<file path="src/rtl/exec_flag_unit.sv">
// Execute stage with flag generation: single-cycle ALU ops plus a 32-step
// shift-add multiplier (MUL/MLA), driving the NZCV status register write port.
module exec_flag_unit #(
  parameter int WIDTH = 32
) (
  input  logic             clk,
  input  logic             rst,
  input  logic             start,
  input  logic [3:0]       exe_cmd,
  input  logic             s_bit,
  input  logic [WIDTH-1:0] val1,
  input  logic [WIDTH-1:0] val2,
  input  logic [WIDTH-1:0] acc,
  input  logic [3:0]       status_in,
  output logic             busy,
  output logic             done,
  output logic [WIDTH-1:0] result,
  output logic [3:0]       status_out,
  output logic             status_wr_en
);

  localparam logic [3:0] OP_MOV = 4'b0001;
  localparam logic [3:0] OP_ADD = 4'b0010;
  localparam logic [3:0] OP_ADC = 4'b0011;
  localparam logic [3:0] OP_SUB = 4'b0100;
  localparam logic [3:0] OP_SBC = 4'b0101;
  localparam logic [3:0] OP_AND = 4'b0110;
  localparam logic [3:0] OP_ORR = 4'b0111;
  localparam logic [3:0] OP_EOR = 4'b1000;
  localparam logic [3:0] OP_MVN = 4'b1001;
  localparam logic [3:0] OP_MUL = 4'b1010;
  localparam logic [3:0] OP_MLA = 4'b1011;

  localparam int CW = (WIDTH > 1) ? $clog2(WIDTH) : 1;
  localparam logic [CW-1:0] LAST_STEP = CW'(WIDTH - 1);

  typedef enum logic [1:0] {
    IDLE,
    MULT,
    FIN
  } state_t;

  state_t           state_q;
  logic [3:0]       cmd_q;
  logic             sBit_q;
  logic [WIDTH-1:0] a_q;
  logic [WIDTH-1:0] b_q;
  logic [3:0]       status_q;
  logic [CW-1:0]    cnt_q;
  logic [WIDTH-1:0] prod_q;
  logic [WIDTH-1:0] mcand_q;
  logic [WIDTH-1:0] mplier_q;

  logic             busy_q;
  logic             done_q;
  logic [WIDTH-1:0] result_q;
  logic [3:0]       flags_q;
  logic             wrEn_q;

  logic [WIDTH-1:0] aluRes_d;
  logic [3:0]       aluFlags_d;
  logic             defined_d;
  logic [WIDTH:0]   addSum;
  logic [WIDTH:0]   subSum;
  logic             carry_d;
  logic             ovf_d;

  // Subtraction is A + ~B + cin, so the carry out is already NOT borrow.
  always_comb begin
    aluRes_d   = '0;
    aluFlags_d = status_q;
    defined_d  = 1'b1;
    carry_d    = status_q[1];
    ovf_d      = status_q[0];
    addSum     = {1'b0, a_q} + {1'b0, b_q}
               + (WIDTH+1)'((cmd_q == OP_ADC) ? status_q[1] : 1'b0);
    subSum     = {1'b0, a_q} + {1'b0, ~b_q}
               + (WIDTH+1)'((cmd_q == OP_SBC) ? status_q[1] : 1'b1);
    case (cmd_q)
      OP_MOV: aluRes_d = b_q;
      OP_MVN: aluRes_d = ~b_q;
      OP_ADD, OP_ADC: begin
        aluRes_d = addSum[WIDTH-1:0];
        carry_d  = addSum[WIDTH];
        ovf_d    = (a_q[WIDTH-1] == b_q[WIDTH-1]) &&
                   (addSum[WIDTH-1] != a_q[WIDTH-1]);
      end
      OP_SUB, OP_SBC: begin
        aluRes_d = subSum[WIDTH-1:0];
        carry_d  = subSum[WIDTH];
        ovf_d    = (a_q[WIDTH-1] != b_q[WIDTH-1]) &&
                   (subSum[WIDTH-1] != a_q[WIDTH-1]);
      end
      OP_AND: aluRes_d = a_q & b_q;
      OP_ORR: aluRes_d = a_q | b_q;
      OP_EOR: aluRes_d = a_q ^ b_q;
      OP_MUL, OP_MLA: aluRes_d = prod_q;
      default: defined_d = 1'b0;
    endcase
    if (defined_d) begin
      aluFlags_d = {aluRes_d[WIDTH-1], (aluRes_d == '0), carry_d, ovf_d};
    end
  end

  // Control FSM; all outputs are registered so status_out/status_wr_en stay
  // stable across the negedge where the status register captures them.
  always_ff @(posedge clk) begin
    if (rst) begin
      state_q  <= IDLE;
      cmd_q    <= '0;
      sBit_q   <= 1'b0;
      a_q      <= '0;
      b_q      <= '0;
      status_q <= '0;
      cnt_q    <= '0;
      prod_q   <= '0;
      mcand_q  <= '0;
      mplier_q <= '0;
      busy_q   <= 1'b0;
      done_q   <= 1'b0;
      result_q <= '0;
      flags_q  <= '0;
      wrEn_q   <= 1'b0;
    end else begin
      done_q <= 1'b0;
      wrEn_q <= 1'b0;
      case (state_q)
        IDLE: begin
          if (start) begin
            cmd_q    <= exe_cmd;
            sBit_q   <= s_bit;
            a_q      <= val1;
            b_q      <= val2;
            status_q <= status_in;
            cnt_q    <= '0;
            prod_q   <= (exe_cmd == OP_MLA) ? acc : '0;
            mcand_q  <= val1;
            mplier_q <= val2;
            busy_q   <= 1'b1;
            if (exe_cmd == OP_MUL || exe_cmd == OP_MLA) begin
              state_q <= MULT;
            end else begin
              state_q <= FIN;
            end
          end
        end
        MULT: begin
          if (mplier_q[0]) begin
            prod_q <= prod_q + mcand_q;
          end
          mcand_q  <= mcand_q << 1;
          mplier_q <= mplier_q >> 1;
          cnt_q    <= cnt_q + 1'b1;
          if (cnt_q == LAST_STEP) begin
            state_q <= FIN;
          end
        end
        FIN: begin
          result_q <= aluRes_d;
          flags_q  <= aluFlags_d;
          done_q   <= 1'b1;
          wrEn_q   <= sBit_q & defined_d;
          busy_q   <= 1'b0;
          state_q  <= IDLE;
        end
        default: begin
          state_q <= IDLE;
          busy_q  <= 1'b0;
        end
      endcase
    end
  end

  assign busy         = busy_q;
  assign done         = done_q;
  assign result       = result_q;
  assign status_out   = flags_q;
  assign status_wr_en = wrEn_q;

endmodule

</file>
<file path="config.mk">
export PLATFORM = sky130hd
export DESIGN_NAME = exec_flag_unit
export DESIGN_NICKNAME = d
export VERILOG_FILES = /design/src/rtl/exec_flag_unit.sv
export SDC_FILE = /design/constraint.sdc
export NUM_CORES = 1
export LEC_CHECK = 0
export BUFFER_PORTS_ARGS = -buffer_cell sky130_fd_sc_hd__buf_2
export CORE_MARGIN = 2
export CORE_UTILIZATION = 40
export CTS_BUF_LIST = sky130_fd_sc_hd__clkbuf_4 sky130_fd_sc_hd__clkbuf_8
export DETAILED_ROUTE_END_ITERATION = 8
export SLEW_MARGIN = 5
export SYNTH_ARGS = -nofsm -noshare
export SYNTH_HDL_FRONTEND = slang
export SYNTH_SLANG_ARGS = --single-unit
export TNS_END_PERCENT = 50
</file>
<file path="constraint.sdc">
create_clock -name clk -period 7.6 [get_ports clk]
set_clock_uncertainty 0.1 [all_clocks]
set_input_delay 0.76 -clock clk [delete_from_list [all_inputs] [get_ports clk]]
set_output_delay 0.76 -clock clk [all_outputs]
set_load 0.05 [all_outputs]
</file>
; ---- Yosys cells after proc, flatten, opt, wreduce, memory -nomap -nowiden
; Cells that the tools add are included.
[totals]
ff_bits = 215
in_bits = 108
[op_classes]
n_addsub = 6
n_eq_ne = 23
muxes = 24
bitwise = 7
n_reduce_logical = 16
[op_table]
columns = op, count
row1 = $pmux 32 s8, 1
row2 = $pmux 32 s2, 3
row3 = $mux 32, 5
row4 = $add 32x32->33, 2
row5 = $add 33x1->33, 2
row6 = $add 32x32->32, 1
row7 = $and 32x32->32, 1
row8 = $logic_not 32->1, 1
row9 = $not 32->32, 1
row10 = $or 32x32->32, 1
row11 = $xor 32x32->32, 1
row12 = $eq 4x4->1 const B, 6
row13 = $eq 4x3->1 const B, 4
row14 = $reduce_or 11->1, 1
row15 = $pmux 5 s2, 1
row16 = $eq 4x2->1 const B, 2
row17 = $reduce_and 2->1, 4
row18 = $reduce_or 2->1, 4
row19 = $mux 2, 3
row20 = $ne 2x2->1 const B, 3
row21 = $pmux 1 s2, 3
row22 = $add 5x1->5 const B, 1
row23 = $eq 5x5->1 const B, 1
row24 = $mux 1, 5
row25 = other kinds (15), 19

; ---- Longest topological paths before layout
; Gate-level depths: netlist (run 1).
[logic_depth]
word_depth = 7
mapped_depth = 19
depth_no_buf = 16

; ---- Worst setup path before layout (run 1)
; OpenSTA, ideal clock, no wires.
[synth_path]
path_kind = reg-to-reg
start = reg cmd_q[2]
end = reg flags_q[2], in the netlist status_out[2]
arrival_ns = 3.983
required_ns = 7.440
setup_slack_ns = 3.457
path_stages_with_launch = 19
path_buffers = 3
synth_period_minus_slack_ns = 4.143
path_cell_list = dfxtp_1 > buf_2 > buf_4 > clkbuf_1 > nand3b_1 > fa_1 > inv_1 > fa_1 > nor2_1 > o311a_1 > o211ai_2 > a21oi_1 > nand4b_1 > mux2i_1 > nor4_1 > nand4_1 > or4_1 > nor4_1 > a41o_1
[synth_via]
elab_chain_len = 6
[synth_rtl]
columns = item, line_no
row1 = from (decl), 44  ; logic [3:0] cmd_q;
row2 = from (signal assigned), 130  ; cmd_q <= exe_cmd;
row3 = $eq 4x3->1 / $eq 4x2->1 (equally long branches), "78, 79, 76"
row4 = $mux 1 (on tied branches), "78, 76"
row5 = $add 33x1->33 (on tied branches), "78, 76"
row6 = $pmux 32 s8, 79  ; case (cmd_q)
row7 = $logic_not 32->1, 101  ; aluFlags_d = {aluRes_d[WIDTH-1], (aluRes_d == '0), carry_d, ovf_d};
row8 = $mux 4 (*), 100  ; if (defined_d) begin
row9 = to (signal assigned), 160  ; flags_q <= aluFlags_d;
row10 = to (decl), 57  ; logic [3:0] flags_q;
; Mark *: on every way between the ends. The rest lies on a longest branch, timed or not.
; A chain may end at the register's enable or synchronous reset.

; ---- Worst setup path after layout (run 1)
[layout_path]
start = reg cmd_q[0]
end = reg flags_q[2], in the netlist status_out[2]
; Same word-level chain as after synthesis.

==> metrics, run 1 <==
fraction of the mapped netlist area in adder cells=10.8%; CTS Sinks=215; yosys warns=0; Clk Latency, worst-skew pair=610 ps; xor/xnor share of the synthesized area=1.50%; simple-gate share of the synthesized area=23.4%; largest net degree at the start of global routing=79; cell taking the most area after synthesis=dfxtp_1; Post-Route WL=58.1 mm; Critical Path End Type=flip-flop; TritonCTS buffer count=39; WHS=288 ps; Unique masters post-synth=97; fin crit share=69.6%; 1st-pass router iterations=8; final hold vios=0; Die Y=203 µm; RSZ-0062 raised after global routing=no; ratio of cells with drive above 1 in the final layout=13.0%; R2R depth=17; P&R area growth vs syn=11.6%; Mapped Avg Cell Area=7.39 µm²; Synth Area in Compound Gates=29.0%; largest family of logic cells by synthesized area=compound AO/OA/AOI/OAI gates; cells along the critical path=buf_4, nor2b_1, nand3_1, fa_1, inv_1, fa_1, a211oi_1, o31ai_2, a221o_1, a21oi_1, a221o_1, o21ai_1, or3b_1, nor4_1, nand4_1, nor4_1, a41o_1; DR WL/cell=21.1 µm; num ports=147; Post-CTS Setup Bufs=0; Yosys reg bits=215; total grt overflow=0; post-cts hold buffer count=0; routed vias/inst=6.03; vias in the first global route=15400; total of max-cap violations=0; post-synthesis mux area share=1.80%; post-synthesis sequential area ratio=27.2%; Via Count=16600; status=finished clean; row count=72; flop2flop setup slack=2310 ps; Synth Flop Type=dfxtp_1; Worst path max stage delay=590 ps; CTS tree=built; full die area=41200 µm²; Cells after Synth=2141; Hold Path Class=in -> reg; Synth top area share=27.2%; synth top area cells=dfxtp_1 27%, ha_1 10%, nand2_1 8.9%; Post-synth EDFFs=0; Fin Setup TNS=0 ps; nets=2451; global-route wire length before repair=90.3 mm; LEAKAGE=7.19 nW; RD Place Congestion=0.945; clk root buf=clkbuf_8; top post-synthesis cells by count=377 x nand2_1, 215 x dfxtp_1, 193 x a21oi_1, 188 x nor2_1, 128 x ha_1; die span in x=203 µm; Synth Net Count=2382; startpoint types=flip-flop; GR Util All Layers=27.8%; initial antenna violation count=0; top-count cell post-synth=nand2_1; RR Startpoint=cmd_q[0]$_SDFFE_PP0P_; Synth Cell Area=15800 µm²; slowest cell on the critical path=nor2b_1; maximum operating frequency=189 MHz; maximum vdd drop=0.105 mV; FF-to-FF End=status_out[2]$_SDFFE_PP0P_; core box area=38800 µm²; final setup vio count=0; cts repair resizes=0; Final ANT Viol Nets=0; Placement Cell Area=16900 µm²; initial core utilization=40.7%; I/O Buffers=146; Worst-Margin Slew=1090 ps; DRT iter0 DRCs=1777; Crit. Startpoint=cmd_q[0]$_SDFFE_PP0P_; WP data arrival=5740 ps; Worst EP required=8050 ps; slew margin rel.=25.4%; H-Tree Level Count=2; Max FO, Critical Path=39; drc violations=0; fin crit period=5290 ps; crit path capture=status_out[2]$_SDFFE_PP0P_; Synth async-reset ratio=0%; Power Density=195 nW/µm²; Crit Path Category=reg -> reg; Finished Cell Area=17700 µm²; antenna fix cells=0; Worst-path clk slew=60 ps; dpl hpwl=43.4 mm; Max Root-Sink Buffers=3; Max Slew Vio Count=0
[area by class of cell]
type | instances | area [µm²]
Clock inverter | 10 | 128
Timing Repair Buffer | 172 | 932
Sequential cell | 215 | 4300
Tap cell | 518 | 648
Clock buffer | 53 | 667
Multi-Input combinational cell | 1673 | 10600
Fill cell | 3989 | 21200
Inverter | 109 | 409
[critical path: cells and delay by family (launching register included)]
family	cells	cell delay, ps
compound gates	7	1850
fa+ha+maj	2	670
flops	1	300
simple gates	6	1870
buf+inv	2	480
[flip-flops by register name (all words and copies together) (netlist names)]
signal and flops:
a_q 32, b_q 32, mcand_q 32, mplier_q 32, prod_q 32, result 32
cnt_q 5, cmd_q 4, status_out 4, status_q 4, state_q 2, busy 1
done 1, sBit_q 1, status_wr_en 1
[metrics by stage]
step | worst slack [ps] | total power [mW] | utilization (%) | cells
3_5_place_dp | 2260 | 2.28 | 43.4 | 2687
5_1_grt | 1840 | 3.63 | 45.5 | 2750
2_1_floorplan | 3460 | 1.98 | - | 2141
6_report | 2310 | 3.45 | 45.5 | 2750
4_1_cts | 2260 | 3.46 | 45.5 | 2750
3_3_place_gp | 2280 | 2.26 | 43.4 | 2687
[worst min path at each step]
stage                       startpoint                       end  slack [ps]  cells past startpoint
2_1_floorplan    cnt_q[3]$_SDFFE_PP0P_     cnt_q[3]$_SDFFE_PP0P_         330                      1
3_3_place_gp       sBit_q$_SDFFE_PP0P_       sBit_q$_SDFFE_PP0P_         340                      2
3_5_place_dp   result[10]$_SDFFE_PP0P_   result[10]$_SDFFE_PP0P_         350                      2
4_1_cts                   status_in[1]  status_q[1]$_SDFFE_PP0P_         250                      3
5_1_grt                   status_in[1]  status_q[1]$_SDFFE_PP0P_         280                      3
6_report                  status_in[1]  status_q[1]$_SDFFE_PP0P_         290                      3
[report_power, final]
part | switching [mW] | total (mW) | leakage [nW] | internal, mW
registers | 0.0826 | 1.29 | 1.77 | 1.20
logic | 0.653 | 0.990 | 5.00 | 0.337
clock network | 0.509 | 1.18 | 0.421 | 0.666
total | 1.24 | 3.45 | 7.19 | 2.21
[layer usage]
metal / share of wire (%) / GRT usage, % / vias up / wire, µm
li1: - / - / 7857 / -
met1: 48 / 42.9 / 7922 / 28100
met2: 41 / 39.9 / 746 / 23600
met3: 9.0 / 4.37 / 66 / 5200
met4: 2.0 / 6.52 / 0 / 1130
met5: 0 / 0 / - / 0
[cell families after synthesis]
group | after synthesis
flip-flops | 215
AO/OA/AOI/OAI | 666
AND/OR/NAND/NOR | 819
adder cells (fa/ha/maj) | 133
XOR/XNOR | 27
buffers and inverters | 253
multiplexers | 28
[placed cells by master (no fill, tap or decap), types with 14 or more instances in the layout]
cell type,count
ha_1,128
nor4_1,15
a21o_1,29
nand2_1,376
inv_1,105
nor2_1,186
and3_1,18
o21ai_0,62
nor3_1,46
mux2i_1,25
nor2b_1,27
buf_2,145
xnor2_1,19
a21oi_1,192
buf_4,26
a211oi_1,44
nand3_1,43
a31oi_1,76
nand2b_1,19
o211ai_1,18
clkbuf_8,43
dfxtp_1,215
a221oi_1,41
o22ai_1,14
o31ai_1,20
a22oi_1,16
Note: power is estimated with default switching activity, not from simulation.
==> run 2: changes to the inputs <==
clock period = 4.8 ns   (was 7.6 ns; I/O delays follow)
==> run 2 against run 1 <==
Compared with the run above:
- sequential share of layout area is 0.27 points lower
- critical path type unchanged
- highest routed layer is now met5
- fmax grew 19%
- die area stayed put
- via count increased by 0.42%
==> metrics, run 2 (synthesis results as in run 1) <==
Post-Route WL=57.3 mm (was 58.1 mm); DR WL/cell=20.7 µm (was 21.1 µm); Max Slew Vio Count=0 (unchanged); Max FO, Critical Path=5 (was 39); flop2flop setup slack=360 ps (was 2310 ps); TritonCTS buffer count=39 (unchanged); commonest cells after routing, fill and taps aside=376 x nand2_1, 215 x dfxtp_1, 192 x a21oi_1 (unchanged); largest net degree at the start of global routing=86 (was 79); GR Util All Layers=27.3% (was 27.8%); commonest non-fill, non-tap cell in the layout=nand2_1 (unchanged); beginning of the worst hold path=val1[31] (was status_in[1]); LEAKAGE=7.29 nW (was 7.19 nW); maximum vdd drop=0.176 mV (was 0.105 mV); RR Startpoint=cmd_q[0]$_SDFFE_PP0P_ (unchanged); Multi-input gate area=10600 µm² (about the same); global-route wire length before repair=89.1 mm (was 90.3 mm); row count=72 (unchanged); fin crit period=4440 ps (was 5290 ps); Die Y=203 µm (unchanged); H-Tree Level Count=2 (unchanged); startpoint types=flip-flop (unchanged); final setup vio count=0 (unchanged); Tot Pwr=5.49 mW (was 3.45 mW); Max Root-Sink Buffers=3 (unchanged); Placement Cell Area=17000 µm² (was 16900 µm²); total grt overflow=0 (unchanged); placed insts=2699 (was 2687); Power Density=307 nW/µm² (was 195 nW/µm²); fin crit share=92.5% (was 69.6%); Hold EP=a_q[31]$_SDFFE_PP0P_ (was status_q[1]$_SDFFE_PP0P_); FF-to-FF End=status_out[2]$_SDFFE_PP0P_ (unchanged); hold path cells=3 (unchanged); Worst-path clk slew=60 ps (about the same); Filler cells=3993 (was 3989); vias in the first global route=15400 (about the same); initial antenna violation count=1 (was 0); RD Place Congestion=0.964 (was 0.945); routed vias/inst=6.01 (was 6.03); dpl hpwl=42.7 mm (was 43.4 mm); Worst-Margin Slew=1190 ps (was 1090 ps); Finished Cell Area=17900 µm² (was 17700 µm²); core box area=38800 µm² (unchanged); nets=2469 (was 2451); total of max-cap violations=0 (unchanged); Crit Path Category=reg -> reg (unchanged); status=finished clean (unchanged); clk root buf=clkbuf_8 (unchanged); R2R depth=17 (unchanged); sequential standard cell area=4300 µm² (unchanged); P&R area growth vs syn=12.9% (was 11.6%); 1st-pass router iterations=6 (was 8); ratio of cells with drive above 1 in the final layout=13.7% (was 13.0%); num ports=147 (unchanged); Via Count=16700 (was 16600); Worst EP required=5230 ps (was 8050 ps); CTS Sinks=215 (unchanged); drc violations=0 (unchanged); die span in x=203 µm (unchanged); CTS tree=built (unchanged); Non-Filler Instances=2774 (was 2750); I/O Buffers=146 (unchanged); WP data arrival=4870 ps (was 5740 ps); Fin Setup TNS=0 ps (unchanged); Hold Path Class=in -> reg (unchanged); maximum operating frequency=225 MHz (was 189 MHz); full die area=41200 µm² (unchanged); Clk Latency, worst-skew pair=600 ps (was 610 ps); final hold vios=0 (unchanged); RSZ-0062 raised after global routing=no (unchanged); DRT iter0 DRCs=1462 (was 1777); Final ANT Viol Nets=0 (unchanged); Critical Path End Type=flip-flop (unchanged); initial core utilization=40.7% (unchanged); slew margin rel.=19.8% (was 25.4%)
-- run 2: cell count changes in the layout (fill, tap and decap cells not counted), moves of 2 or more --
cell	delta
buf_4	+11
dlygate4sd3_1	+6
clkbuf_8	+5
bufinv_16	-2
-- run 2: worst max-delay path by stage --
stage                          startpoint                          to  slack [ps]  cells after the start
floorplan           cmd_q[2]$_SDFFE_PP0P_  status_out[2]$_SDFFE_PP0P_         660                     18
global placement    cmd_q[2]$_SDFFE_PP0P_  status_out[2]$_SDFFE_PP0P_         520                     17
detailed placement  cmd_q[2]$_SDFFE_PP0P_  status_out[2]$_SDFFE_PP0P_         400                     17
CTS                 cmd_q[2]$_SDFFE_PP0P_  status_out[2]$_SDFFE_PP0P_         330                     17
global route        cmd_q[0]$_SDFFE_PP0P_  status_out[2]$_SDFFE_PP0P_          20                     17
finish              cmd_q[0]$_SDFFE_PP0P_  status_out[2]$_SDFFE_PP0P_         360                     17
-- run 2: stage by stage --
stage	hold slack (ps)	setup WS [ps]	util (%)
global route	62.4	16.6	46.0
detailed placement	350	401	43.7
finish	58.9	359	46.0
global placement	338	521	43.7
CTS	21.2	333	45.9
floorplan	329	657	-
-- run 2: layer usage --
layer / routed length [µm] / vias up / share of wire (%) / track usage, %
li1: - / 7905 / - / -
met1: 27200 / 7894 / 47 / 41.1
met2: 23100 / 772 / 40 / 38.6
met3: 5470 / 88 / 9.5 / 5.22
met4: 1520 / 2 / 2.7 / 8.92
met5: 10 / - / 0.017 / 0
-- run 2: worst max-delay path, stage by stage (launching register included) --
cell and delay, ps:
dfxtp_1 350, nor3b_1 280, nand3b_1 150, fa_1 430, inv_1 90, fa_1 240
nor2_1 90, o311a_1 370, o211ai_4 270, a21oi_1 110, nand4b_1 260, mux2i_1 160
nor4_1 310, buf_4 170, nand4_1 100, or4_1 430, nor4_1 250, a41o_1 210
-- run 2: final cells by class --
class | instances | share of cell area (%)
Sequential cell | 215 | 24.1
Tap cell | 518 | 3.63
Antenna cell | 1 | 0.0140
Clock buffer | 59 | 4.16
Inverter | 109 | 2.29
Timing Repair Buffer | 190 | 6.08
Multi-Input combinational cell | 1673 | 59.3
Clock inverter | 9 | 0.427
-- run 2: repair_timing --
| item | 4_1_cts | 5_1_grt |
|---|---|---|
| buffers inserted | 0 | 0 |
| endpoints found under the setup margin | 0 | 1 |
| hold endpoints to repair | 6 | 0 |
| gates resized for setup | 0 | 3 |
| hold buffers | 6 | 0 |
-- run 2: where the power goes --
group          internal (mW)  switching (mW)  leakage, nW
combinational          0.549            1.04         5.09
sequential              1.91           0.128         1.77
clock                   1.04           0.824        0.438
